[config.mk]
export PLATFORM = sky130hd
export DESIGN_NAME = serial_alu_core
export DESIGN_NICKNAME = d
export VERILOG_FILES = /design/src/rtl/serial_alu_pkg.sv /design/src/rtl/alu_slice.sv /design/src/rtl/serial_alu_core.sv
export SDC_FILE = /design/constraint.sdc
export NUM_CORES = 1
export LEC_CHECK = 0
export ABC_CLOCK_PERIOD_IN_PS = 1950
export CORE_UTILIZATION = 30
export CTS_BUF_LIST = sky130_fd_sc_hd__clkbuf_2
export DETAILED_ROUTE_END_ITERATION = 10
export PLACE_DENSITY = 0.5
export SLEW_MARGIN = 20
export SYNTH_ARGS = -nofsm -noshare
export SYNTH_HDL_FRONTEND = slang
export SYNTH_HIERARCHICAL = 1
export SYNTH_SLANG_ARGS = --single-unit
[constraint.sdc]
create_clock -name clk -period 1.95 [get_ports clk]
set_input_delay 0.39 -clock clk [delete_from_list [all_inputs] [get_ports clk]]
set_output_delay 0.39 -clock clk [all_outputs]
set_load 0.02 [all_outputs]
[src/rtl/serial_alu_pkg.sv]
// Shared types for the serial ALU: op encoding, FSM states and op classification.
package serial_alu_pkg;

    localparam int OP_W = 3;

    typedef enum logic [OP_W-1:0] {
        OP_ADD    = 3'd0,
        OP_SUB    = 3'd1,
        OP_AND    = 3'd2,
        OP_OR     = 3'd3,
        OP_XOR    = 3'd4,
        OP_PASS_A = 3'd5,
        OP_NAND   = 3'd6,
        OP_NOR    = 3'd7
    } alu_op_e;

    typedef enum logic [1:0] {
        IDLE = 2'd0,
        RUN  = 2'd1,
        DONE = 2'd2
    } alu_state_e;

    function automatic logic op_is_arith(input alu_op_e op);
        return (op == OP_ADD) || (op == OP_SUB);
    endfunction

endpackage

[src/rtl/alu_slice.sv]
// Combinational BPC-bit ALU slice, reused every cycle by serial_alu_core.
module alu_slice
    import serial_alu_pkg::*;
#(
    parameter int BPC = 1
) (
    input  logic [2:0]     i_op,
    input  logic [BPC-1:0] i_a,
    input  logic [BPC-1:0] i_b,
    input  logic           i_carry,
    output logic [BPC-1:0] o_res,
    output logic           o_carry,
    output logic           o_msb_carry
);

    alu_op_e w_op;
    logic    w_c;
    logic    w_bb;

    assign w_op = alu_op_e'(i_op);

    always_comb begin
        o_res       = '0;
        o_msb_carry = 1'b0;
        w_c         = i_carry;
        w_bb        = 1'b0;
        for (int i = 0; i < BPC; i++) begin
            // SUB is a + ~b + 1; the +1 arrives as the initial carry.
            w_bb = (w_op == OP_SUB) ? ~i_b[i] : i_b[i];
            if (i == BPC - 1) o_msb_carry = w_c;
            case (w_op)
                OP_ADD, OP_SUB: o_res[i] = i_a[i] ^ w_bb ^ w_c;
                OP_AND:         o_res[i] = i_a[i] & i_b[i];
                OP_OR:          o_res[i] = i_a[i] | i_b[i];
                OP_XOR:         o_res[i] = i_a[i] ^ i_b[i];
                OP_PASS_A:      o_res[i] = i_a[i];
                OP_NAND:        o_res[i] = ~(i_a[i] & i_b[i]);
                default:        o_res[i] = ~(i_a[i] | i_b[i]);
            endcase
            w_c = (i_a[i] & w_bb) | (w_c & (i_a[i] ^ w_bb));
        end
        o_carry = op_is_arith(w_op) ? w_c : 1'b0;
    end

endmodule

[src/rtl/serial_alu_core.sv]
// Serial WIDTH-bit ALU, BPC bits per cycle, with valid/ready on both sides.
// Define ALU_FLAGS_EN to build the zero/negative/overflow flag logic.
module serial_alu_core
    import serial_alu_pkg::*;
#(
    parameter int WIDTH = 8,
    parameter int BPC   = 1
) (
    input  logic             clk,
    input  logic             rst_n,
    input  logic             ena,
    input  logic             in_valid,
    output logic             in_ready,
    input  logic [2:0]       op,
    input  logic [WIDTH-1:0] a,
    input  logic [WIDTH-1:0] b,
    output logic             out_valid,
    input  logic             out_ready,
    output logic [WIDTH-1:0] result,
    output logic             carry_out,
    output logic [2:0]       flags
);

    localparam int NCH   = WIDTH / BPC;
    localparam int CNT_W = $clog2(NCH + 1);
    localparam logic [CNT_W-1:0] LAST = CNT_W'(NCH - 1);

    if ((WIDTH < 2) || (BPC < 1) || (WIDTH % BPC != 0)) begin : g_param_err
        $error("serial_alu_core: WIDTH must be >= 2 and a multiple of BPC");
    end

    alu_state_e       r_state;
    logic [WIDTH-1:0] r_a;
    logic [WIDTH-1:0] r_b;
    logic [2:0]       r_op;
    logic             r_carry;
    logic [CNT_W-1:0] r_cnt;
    logic [WIDTH-1:0] r_result;
    logic             r_carry_out;
    logic             r_out_valid;

    logic [BPC-1:0]   w_res_chunk;
    logic             w_slice_carry;
    logic             w_msb_c;
    logic [WIDTH-1:0] w_res_next;
    logic             w_last;
    logic             w_accept;

    alu_slice #(.BPC(BPC)) u_slice (
        .i_op        (r_op),
        .i_a         (r_a[BPC-1:0]),
        .i_b         (r_b[BPC-1:0]),
        .i_carry     (r_carry),
        .o_res       (w_res_chunk),
        .o_carry     (w_slice_carry),
        .o_msb_carry (w_msb_c)
    );

    // Result fills from the MSB end so the first chunk ends up in the LSBs.
    assign w_res_next = (r_result >> BPC) | (WIDTH'(w_res_chunk) << (WIDTH - BPC));
    assign w_last     = (r_cnt == LAST);
    assign w_accept   = (r_state == IDLE) && in_valid;

    assign in_ready  = (r_state == IDLE) && ena;
    assign out_valid = r_out_valid;
    assign result    = r_result;
    assign carry_out = r_carry_out;

    always_ff @(posedge clk) begin
        if (ena) begin
            if (w_accept) begin
                r_a  <= a;
                r_b  <= b;
                r_op <= op;
            end else if (r_state == RUN) begin
                r_a <= r_a >> BPC;
                r_b <= r_b >> BPC;
            end
        end
    end

    always_ff @(posedge clk or negedge rst_n) begin
        if (!rst_n) begin
            r_state     <= IDLE;
            r_carry     <= 1'b0;
            r_cnt       <= '0;
            r_result    <= '0;
            r_carry_out <= 1'b0;
            r_out_valid <= 1'b0;
        end else if (ena) begin
            case (r_state)
                IDLE: begin
                    if (in_valid) begin
                        r_state <= RUN;
                        r_cnt   <= '0;
                        r_carry <= (op == OP_SUB);
                    end
                end
                RUN: begin
                    r_result <= w_res_next;
                    r_carry  <= w_slice_carry;
                    r_cnt    <= r_cnt + CNT_W'(1);
                    if (w_last) begin
                        r_state     <= DONE;
                        r_out_valid <= 1'b1;
                        r_carry_out <= w_slice_carry;
                    end
                end
                DONE: begin
                    if (out_ready) begin
                        r_state     <= IDLE;
                        r_out_valid <= 1'b0;
                    end
                end
                default: r_state <= IDLE;
            endcase
        end
    end

`ifdef ALU_FLAGS_EN
    logic [2:0] r_flags;
    logic       w_ovf;

    // Overflow: carry into the sign bit differs from carry out of it.
    assign w_ovf = op_is_arith(alu_op_e'(r_op)) && (w_msb_c ^ w_slice_carry);

    always_ff @(posedge clk or negedge rst_n) begin
        if (!rst_n) begin
            r_flags <= 3'b000;
        end else if (ena && (r_state == RUN) && w_last) begin
            r_flags <= {w_ovf, w_res_next[WIDTH-1], (w_res_next == '0)};
        end
    end

    assign flags = r_flags;
`else
    logic w_unused;
    assign w_unused = w_msb_c;
    assign flags    = 3'b000;
`endif

endmodule

==> flow_metrics.py, run 1 <==
metrics = {
    "setup_path": {
        "crit_start": "result[7]",
        "crit_fanout": 3,
        "crit_chain": "clkdlybuf4s50_1",
        "slowest_delay_ns": 0.61,
        "cp.arrival_ns": 1.41,
        "rr_worst_depth": 9,
        "worst_r2r_startpoint": "r_op[1]",
        "cp.depth": 1,
        "worst-path-buf-inv": 1,
        "crit_type": "reg2out",
        "crit_required_ns": 1.56,
        "cp_slowest_cell": "clkdlybuf4s50_1",
        "end_kind": "primary output",
        "crit_family": "buffers and inverters",
        "setup.worst_path.start_class": "register",
    },
    "floorplan": {
        "die_h_um": 78.0,
        "die_w_um": 78.0,
        "core_um2": 5540,
        "die-area_um2": 6090,
        "start_util": 0.313,
        "rows": 27,
        "ioPinCount": 38,
    },
    "worst_hold_path": {
        "hp-class": "in2async",
    },
    "clock_network": {
        "cts.path.max_buffers": 2,
        "clk-insertion-delay-late_ns": 0.38,
        "root_buffer": "clkbuf_2",
        "cts_tree": "done",
        "cts_buffers": 5,
        "ctsHtreeMaxLevel": 2,
        "path_clk_slew_ns": 0.19,
        "cts_sinks": 36,
    },
    "drt": {
        "wl_per_cell_um": 12.6,
        "drt_iter0_markers": 56,
        "wl_met2_mm": 1.62,
        "vias": 1205,
        "first_pass_iters": 4,
        "drtAntennaViolNets": 0,
        "dr.max_layer_used": "met4",
        "drc_errors": 0,
        "wl_mm": 3.33,
        "wl_met3_um": 117,
        "viasPerCell": 4.56,
        "wl_met1_mm": 1.51,
    },
    "sta": {
        "maxSlewViolCount": 0,
        "setup_violations": 0,
        "worst_slack_ns": 0.151,
        "fin_crit_ns": 1.80,
        "timing.fmax_mhz": 556,
        "fin_worst_skew_ns": 0.0221,
        "finalHoldViolCount": 0,
        "rsz0062_at_grt": "no",
        "finalCritPeriodShare": 0.923,
    },
    "placed_design": {
        "pre_cts_slack_ns": -0.0996,
        "hpwl_mm": 2.42,
        "io_buffer_count": 34,
        "gp_congestion": 0.732,
    },
    "power_and_ir_drop": {
        "vdd_ir_drop_max_mv": 0.393,
        "power_leakage_uw": 0.000958,
        "power.switching_uw": 989,
        "p_sw_frac": 0.352,
        "combinationalPowerShare": 0.435,
        "p_per_area_nw_per_um2": 1240,
        "p_seq_frac": 0.449,
        "clkPwrFrac": 0.116,
        "p_int_uw": 1820,
    },
    "finish": {
        "num_antenna_cells": 0,
        "final_util": 0.410,
        "area_growth_pct": 31.0,
        "drive_above_1_share": 0.208,
        "nets": 219,
    },
    "synthesis": {
        "syn_area_per_cell_um2": 12.1,
        "netlist_area_um2": 1730,
        "synthCells": 143,
        "yosysWarnings": 6,
    },
    "status": {
        "status": "complete, no violations",
    },
    "global_routing": {
        "grt-ovfl-total": 0,
        "grt_pass1_wl_mm": 5.65,
        "grt_max_degree": 18,
        "grt_pass1_vias": 1236,
        "track_usage": 0.122,
        "antenna_found_initial": 0,
    },
    "flow_run": {
        "maxCapViolCount": 0,
    },
}
## layer usage
| metal | up-vias | global-route usage |
|---|---|---|
| met5 | - | 0 |
| met4 | 0 | 0.0685 |
| met3 | 6 | 0.0337 |
| met2 | 25 | 0.202 |
| met1 | 578 | 0.144 |
| li1 | 596 | - |
## placed cells by master (no fill, tap or decap), types with 3 or more instances in the layout
| cell type | count |
|---|---|
| and2_1 | 3 |
| inv_1 | 5 |
| buf_4 | 10 |
| edfxtp_1 | 19 |
| conb_1 | 3 |
| ha_1 | 3 |
| dfrtp_1 | 16 |
| nand2_1 | 28 |
| nor2_1 | 7 |
| mux2_2 | 18 |
| o21ai_0 | 6 |
| clkbuf_2 | 5 |
| clkdlybuf4s50_1 | 33 |
## registers in the layout, indices dropped and copies added, names as in the netlist
signal     flops
r_state        2
r_b            8
carry_out      1
out_valid      1
r_cnt          4
r_carry        1
r_a            8
r_op           3
result         8
## through the flow
stage                     instance area, µm²  setup TNS (ns)  instances  power [µW]  hold slack [ns]
after floorplan                         1740               0        145        2020           0.0944
after global placement                  2220         -0.0719        255        2450            0.460
after detailed placement                2220         -0.0996        255        2510            0.483
after CTS                               2270               0        264        2860            0.278
after global routing                    2270               0        264        3030            0.289
final                                   2270               0        264        2810            0.303
## worst paths after layout
kind,endpoint,slack [ns]
worst max-delay path,result[7],0.15
worst min register to register,result[1],0.50
max in group asynchronous,result[3],1.43
worst min-delay path,r_carry,0.30
min in group clk,result[1],0.50
worst max register to register,result[7],0.20
## timing repair
action / in CTS / in global routing
endpoints found under the setup margin: 1 / 0
resized for setup: 2 / 0
buffers inserted: 1 / 0
hold buffers: 0 / 0
## power groups by stage
stage / combinational [µW] / clock [µW] / sequential (µW)
6_report: 1220 / 327 / 1260
5_1_grt: 1360 / 374 / 1300
4_1_cts: 1240 / 348 / 1270
3_5_place_dp: 1200 / 0 / 1310
3_3_place_gp: 1160 / 0 / 1300
2_1_floorplan: 636 / 0 / 1380
## cell type report
class                      count  area (µm²)
fill                         547        3270
inverter                       5        18.8
sequential                    36         997
timing repair buffer          46         454
multi-input combinational     97         672
clock inverter                 3        13.8
tap                           72        90.1
clock buffer                   5        25.0
Note: power is estimated with default switching activity, not from simulation.
==> run 2: changes to the inputs <==
--- a/config.mk
+++ b/config.mk
@@ -6,8 +6,10 @@
 export NUM_CORES = 1
 export LEC_CHECK = 0
 export ABC_CLOCK_PERIOD_IN_PS = 1950
+export CORE_MARGIN = 4
 export CORE_UTILIZATION = 30
 export CTS_BUF_LIST = sky130_fd_sc_hd__clkbuf_2
+export CTS_CLUSTER_DIAMETER = 50
 export DETAILED_ROUTE_END_ITERATION = 10
 export PLACE_DENSITY = 0.5
 export SLEW_MARGIN = 20
==> run 2 against run 1 <==
Effect of this change: worst setup slack got worse by 0.0041 ns; count of clock-buffer cells in the layout unchanged; register-to-register slack improved by 0.02 ns; via count decreased by 1.1%; utilization increased by 0.50 points; global-route usage decreased by 2.4 points; sequential cell count unchanged; critical path type unchanged; largest power group unchanged.
==> flow_metrics.py, run 2 (synthesis results as in run 1) <==
metrics = {
    "setup_path": {
        "slowest_delay_ns": 0.61,
        "setup.worst_path.start_class": "register",
        "crit_family": "buffers and inverters",
        "cp.arrival_ns": 1.41,
        "worst-path-buf-inv": 1,
        "crit_type": "reg2out",
        "worst_r2r_startpoint": "r_op[1]",
        "crit_fanout": 3,
        "r2r_slack_ns": 0.22,
        "r2r-end": "result[7]",
        "end_kind": "primary output",
        "crit_chain": "clkdlybuf4s50_1",
        "rr_worst_depth": 9,
        "crit_required_ns": 1.56,
        "cp_slowest_cell": "clkdlybuf4s50_1",
    },
    "placed_design": {
        "gp_congestion": 0.737,
        "pre_cts_slack_ns": -0.0915,
        "io_buffer_count": 34,
        "dpl_cell_area_um2": 2230,
        "hpwl_mm": 2.50,
    },
    "global_routing": {
        "grt-ovfl-total": 0,
        "grt_pass1_vias": 1218,
        "track_usage": 0.0988,
        "grt_max_degree": 18,
        "antenna_found_initial": 0,
        "grt_pass1_wl_mm": 5.60,
    },
    "status": {
        "status": "complete, no violations",
    },
    "flow_run": {
        "maxCapViolCount": 0,
    },
    "finish": {
        "final_area_um2": 2300,
        "drive_above_1_share": 0.214,
        "layout_common_cells": "clkdlybuf4s50_1 (33), nand2_1 (28), edfxtp_1 (19)",
        "num_antenna_cells": 0,
        "area_growth_pct": 32.5,
        "layout_commonest_cell": "clkdlybuf4s50_1",
        "nets": 219,
    },
    "sta": {
        "fin_worst_skew_ns": 0.0192,
        "worst_slack_ns": 0.147,
        "fin_crit_ns": 1.80,
        "timing.fmax_mhz": 555,
        "finalHoldViolCount": 0,
        "maxSlewViolCount": 0,
        "rsz0062_at_grt": "no",
        "finalCritPeriodShare": 0.925,
        "setup_violations": 0,
    },
    "drt": {
        "first_pass_iters": 4,
        "vias": 1192,
        "drc_errors": 0,
        "wl_per_cell_um": 12.5,
        "drtAntennaViolNets": 0,
        "viasPerCell": 4.52,
        "drt_iter0_markers": 68,
        "wl_mm": 3.31,
    },
    "clock_network": {
        "cts_tree": "done",
        "cts_sinks": 36,
        "clk-insertion-delay-late_ns": 0.37,
        "path_clk_slew_ns": 0.20,
        "cts.path.max_buffers": 2,
        "hold_buffers": 0,
        "ctsHtreeMaxLevel": 2,
        "cts_buffers": 5,
        "root_buffer": "clkbuf_2",
    },
    "floorplan": {
        "rows": 27,
        "die-area_um2": 7060,
        "core_um2": 5540,
        "ioPinCount": 38,
        "start_util": 0.313,
        "die_w_um": 84.0,
        "die_h_um": 84.0,
    },
    "power_and_ir_drop": {
        "vdd_ir_drop_max_mv": 0.472,
        "p_per_area_nw_per_um2": 1280,
        "power_leakage_uw": 0.000971,
    },
    "worst_hold_path": {
        "hp-class": "in2async",
    },
}
run 2: per-stage QoR:
step | total power [µW] | hold slack [ns] | std cells | utilization | setup TNS, ns
4_1_cts | 3000 | 0.288 | 264 | 0.415 | 0
6_report | 2940 | 0.311 | 264 | 0.415 | 0
5_1_grt | 3160 | 0.281 | 264 | 0.415 | 0
2_1_floorplan | 2020 | 0.0944 | 145 | - | 0
3_5_place_dp | 2520 | 0.488 | 256 | 0.403 | -0.0915
3_3_place_gp | 2470 | 0.460 | 256 | 0.403 | -0.0747
run 2: power breakdown:
group	switching (µW)	internal (µW)
clock	251	216
sequential	167	1110
combinational	569	628
run 2: worst reg2reg max path, cell delays in order (launching register included):
cell and delay, ns:
edfxtp_1 0.43, nor2_1 0.11, nand2_1 0.07, xnor2_1 0.18
fa_1 0.44, nor2_1 0.10, a21oi_1 0.04, o22ai_1 0.19
nand2_1 0.07, nand2_1 0.06
run 2: area by class of cell:
cell class              instances  area (µm²)
fillers                       554        3240
flip-flops and latches         36         997
multi-input cells              97         672
repair buffers                 46         454
well taps                      72        90.1
clock inverters                 3        41.3
clock buffers                   5        25.0
inverters                       5        18.8
run 2: routing by layer:
layer	wire (µm)	vias up	global-route usage
met1	1510	574	0.121
met4	65	0	0.0395
met3	96	6	0.0237
li1	-	591	-
met2	1640	21	0.166
met5	0	-	0
run 2: what timing repair did:
| item | in CTS | in global routing |
|---|---|---|
| resized for setup | 2 | 0 |
| endpoints found under the setup margin | 1 | 0 |
| setup buffers | 0 | 0 |
run 2: worst max path at each step:
stage | start | to | slack [ns] | cells past startpoint
final | result[7] | result[7] | 0.15 | 1
after floorplan | r_op[2] | result[7] | 0.30 | 9
after global placement | ena | in_ready | -0.07 | 4
after CTS | result[7] | result[7] | 0.1 | 1
after detailed placement | ena | in_ready | -0.09 | 4
after global routing | r_op[1] | result[7] | 0.05 | 9
